`config.mk`:
```
export PLATFORM = sky130hd
export DESIGN_NAME = mu_seq_mult
export DESIGN_NICKNAME = d
export VERILOG_FILES = /design/src/rtl/mu_seq_mult.sv
export SDC_FILE = /design/constraint.sdc
export NUM_CORES = 1
export LEC_CHECK = 0
export BUFFER_PORTS_ARGS = -buffer_cell sky130_fd_sc_hd__buf_2
export CAP_MARGIN = 20
export CORE_MARGIN = 3
export CORE_UTILIZATION = 30
export DETAILED_ROUTE_END_ITERATION = 8
export PLACE_DENSITY = 0.43
export SLEW_MARGIN = 10
export SYNTH_ARGS = -nofsm -noshare
export SYNTH_HDL_FRONTEND = slang
export SYNTH_SLANG_ARGS = --single-unit
```
`constraint.sdc`:
```
create_clock -name clk -period 9.7 [get_ports clk]
set_input_delay 0.97 -clock clk [delete_from_list [all_inputs] [get_ports clk]]
set_output_delay 0.97 -clock clk [all_outputs]
set_load 0.01 [all_outputs]
```
`src/rtl/mu_seq_mult.sv`:
```
// mu_seq_mult: iterative Baugh-Wooley signed multiplier, one partial-product row per clock.
// Define MU_UNSIGNED_MODE_EN to add the is_signed port for unsigned operation.
module mu_seq_mult #(
  parameter int WIDTH = 8
) (
  input  logic                 clk,
  input  logic                 rst_n,
  input  logic                 start,
  input  logic [WIDTH-1:0]     a,
  input  logic [WIDTH-1:0]     b,
`ifdef MU_UNSIGNED_MODE_EN
  input  logic                 is_signed,
`endif
  output logic                 busy,
  output logic                 done,
  output logic [2*WIDTH-1:0]   product
);
  localparam int IW = (WIDTH > 2) ? $clog2(WIDTH) : 1;
  localparam logic [2*WIDTH-1:0] ONE = 1;
  localparam logic [2*WIDTH-1:0] BW_K = (ONE << WIDTH) | (ONE << (2*WIDTH-1));
  typedef enum logic [1:0] {IDLE, CALC, DONE} state_t;
  state_t state;
  logic [WIDTH-1:0] x, y, row;
  logic [2*WIDTH-1:0] acc, nxt;
  logic [IW-1:0] i;
  logic sg, sg_in, last;
`ifdef MU_UNSIGNED_MODE_EN
  assign sg_in = is_signed;
`else
  assign sg_in = 1'b1;
`endif
  // Sign-position cells become NAND: the MSB on ordinary rows, every other bit on the last row.
  always_comb begin
    last = i == IW'(WIDTH-1);
    row = (x & {WIDTH{y[i]}}) ^ (sg ? (last ? {1'b0, {(WIDTH-1){1'b1}}} : {1'b1, {(WIDTH-1){1'b0}}}) : '0);
    nxt = acc + ({{WIDTH{1'b0}}, row} << i);
  end
  always_ff @(posedge clk or negedge rst_n) begin
    if (!rst_n) begin
      state <= IDLE;
      busy <= 1'b0;
      done <= 1'b0;
      product <= '0;
      acc <= '0;
      i <= '0;
      x <= '0;
      y <= '0;
      sg <= 1'b0;
    end else if (state != CALC) begin
      done <= 1'b0;
      if (start) begin
        x <= a;
        y <= b;
        sg <= sg_in;
        i <= '0;
        acc <= sg_in ? BW_K : '0;
        busy <= 1'b1;
        state <= CALC;
      end else begin
        state <= IDLE;
      end
    end else begin
      acc <= nxt;
      i <= i + 1'b1;
      if (last) begin
        product <= nxt;
        done <= 1'b1;
        busy <= 1'b0;
        state <= DONE;
      end
    end
  end
endmodule

```
==> results.json <==
{
  "min_period_ns": 4.94,
  "avgSynthCellArea_um2": 9.69,
  "crit_fanout": 19,
  "routed_via_density": 5.07,
  "use_met2": 0.211,
  "dieArea_um2": 13100,
  "synth.most_common_cell": "dfrtp_1",
  "synth_compound_gate_area_share": 0.173,
  "fin_setup_tns_ns": 0,
  "clk_pin_slew_worst_paths_ns": 0.07,
  "ys_ff_latch": 55,
  "postCtsSetupRepairBufs": 0,
  "drc": 0,
  "tritoncts": "built",
  "top_usage_layer": "met2",
  "synth_ff_type": "dfrtp_1",
  "die_h_um": 114,
  "yosysTopAreaCell": "dfrtp_1",
  "path_cells": "mux4_2 -> mux2i_2 -> nor2_1 -> xnor2_1 -> or3_1 -> o21ai_1 -> ha_1 -> a21o_1 -> a221oi_1 -> o21ai_0 -> a41oi_1 -> xor2_1 -> o21ai_0",
  "async_flop_share": 1.00,
  "synth_common_cells": "55 x dfrtp_1, 40 x nand2_1, 34 x o21ai_0, 21 x mux2_2, 20 x a21oi_1",
  "slew_violations": 0,
  "ant_nets": 0,
  "maxCapViolCount": 0,
  "firstDrtPassIters": 4,
  "fin_skew_ns": 0.00538,
  "num_vias": 2672,
  "initial_core_util": 0.316,
  "cts_resized": 0,
  "synth-simple-area-share": 0.168,
  "synth_edf_count": 0,
  "worstPathRequired_ns": 9.85,
  "grt_start_max_net_pins": 56,
  "finalHoldViolations": 0,
  "end_kind": "flip-flop",
  "syn-num-nets": 401,
  "cts_root_buf": "clkbuf_16",
  "num_antenna_cells": 0,
  "first_iter_violations": 112,
  "hold_ws_ns": 0.472,
  "synth_top_area_frac": 0.391,
  "drive_gt1_frac": 0.214,
  "dp_hpwl_um": 5830,
  "fmax_mhz": 202,
  "slew_headroom": 0.351,
  "crit_path_frequent_cell": "o21ai_0",
  "grt_util_met1": 0.188,
  "ir_worst_vdd_mv": 0.157,
  "cts_buffers": 5,
  "timing.final.crit_share": 0.510,
  "grt_overflow_total": 0,
  "ys_warn_count": 0,
  "p_leak_uw": 0.00175,
  "die_x_um": 114,
  "ys_seq_area_frac": 0.391,
  "rows": 38,
  "layout.nets": 424,
  "path_class": "reg2reg",
  "antenna_found_initial": 0,
  "seq_area_um2": 1380,
  "grt_use_met3": 0.0233,
  "ios": 37,
  "worstMarginPinSlew_ns": 0.971,
  "numClockSinks": 55,
  "synth_top_family_by_area": "compound AO/OA/AOI/OAI gates",
  "post-route-util": 0.353,
  "status": "finished clean",
  "netlist_area_um2": 3520,
  "synth.area.top_cells": "dfrtp_1 39%, mux2_2 6.7%, ha_1 6.4%",
  "cpMaxStageDelayCell": "dfrtp_1",
  "critPathArrivalTime_ns": 5.09,
  "grt_usage": 0.133,
  "fill_cells": 1186,
  "setup_viol": 0,
  "ys_types": 60,
  "synthToLayoutAreaGrowth_pct": 11.9,
  "powerDensity_nw_per_um2": 426,
  "hold_path.class": "reg2reg",
  "multiInputGateArea_um2": 1990,
  "synth-xor-area-share": 0.0448,
  "synthMuxAreaShare": 0.111,
  "post_cts_hold_buffer_count": 0,
  "grt_pass1_wl_um": 14000,
  "critPathMaxStageDelay_ns": 0.88,
  "synth-adder-area-share": 0.0698,
  "clockBufferDepth": 2,
  "syn_inst": 363,
  "wl_per_cell_um": 15.3,
  "startpoint_type": "flip-flop",
  "clkLatencyLatePin_ns": 0.30,
  "gp_congestion": 0.765,
  "htreeDepth": 2,
  "grt_pass1_vias": 2728,
  "worst-path-buf-inv": 0,
  "crit_family": "compound AO/OA/AOI/OAI gates",
  "portBuffers": 36,
  "finalWirelength_um": 8060,
  "rsz0062_at_grt": "false",
  "core_area_um2": 11100
}
[worst paths after layout]
path,start,end,slack [ns],cells after the start
max in group asynchronous,rst_n,x[7]$_DFFE_PN0P_,8.40,2
min in group asynchronous,rst_n,product[5]$_DFFE_PN0P_,0.80,2
worst min register to register,product[7]$_DFFE_PN0P_,product[7]$_DFFE_PN0P_,0.47,2
worst max-delay path,i[0]$_DFFE_PN0P_,product[14]$_DFFE_PN0P_,4.76,13
worst max register to register,i[0]$_DFFE_PN0P_,product[14]$_DFFE_PN0P_,4.76,13
worst min-delay path,product[7]$_DFFE_PN0P_,product[7]$_DFFE_PN0P_,0.47,2
[report_power, final]
group / internal, µW / switching, µW
combinational: 445 / 568
sequential: 342 / 105
clock: 129 / 86.0
total: 916 / 759
[cells by family after synthesis]
logic type               Yosys count
multiplexers                      33
adder cells (fa/ha/maj)           19
AO/OA/AOI/OAI                     95
AND/OR/NAND/NOR                  115
buffers and inverters             28
flip-flops                        55
XOR/XNOR                          18
[final cells by class]
type	instances	share of cell area
Timing Repair Buffer	38	0.0496
Inverter	6	0.00573
Sequential cell	55	0.350
Clock inverter	2	0.00891
Multi-Input combinational cell	280	0.506
Clock buffer	6	0.0353
Tap cell	140	0.0445
[cells in the final DEF, fill, tap and decap left out, types with 3 or more instances in the layout]
cell,netlist,final
dfrtp_1,55,55
nand2_1,40,40
buf_2,0,36
o21ai_0,34,34
mux2_2,21,21
a21oi_1,20,20
nor2_1,18,18
ha_1,18,18
nand3b_1,13,13
xnor2_1,11,11
nand3_1,8,8
mux2i_1,8,8
nor3_1,7,7
xor2_1,7,7
inv_1,6,6
or3_1,6,6
clkbuf_16,0,5
o21ai_1,4,4
a21o_1,4,4
nand4_1,4,4
and2_1,3,3
and3_1,3,3
o21a_1,3,3
nor2b_1,3,3
nand2b_1,3,3
o31ai_1,3,3
[flip-flops by register name, indices dropped and copies added, names as in the netlist]
name / flops
product: 16
state: 1
x: 8
done: 1
sg: 1
y: 8
i: 3
acc: 16
busy: 1
[stage by stage]
step	total power (µW)	area, µm²	instances	setup WS [ns]
after global routing	1850	3930	527	4.31
after detailed placement	1480	3760	519	4.71
final	1680	3930	527	4.76
after floorplan	1250	3520	363	6.04
after global placement	1470	3760	519	4.82
after CTS	1710	3930	527	4.69
[per-layer routing]
metal / up-vias / part of all wire
li1: 1358 / -
met3: 8 / 0.020
met4: 0 / 0.012
met1: 1281 / 0.50
met5: - / 0
met2: 25 / 0.47
[worst min-delay path, cell delays in order, from the launching register on]
cell and delay (ns):
dfrtp_1 0.34, nand2_1 0.05, o31ai_1 0.05
Note: power is estimated with default switching activity, not from simulation.
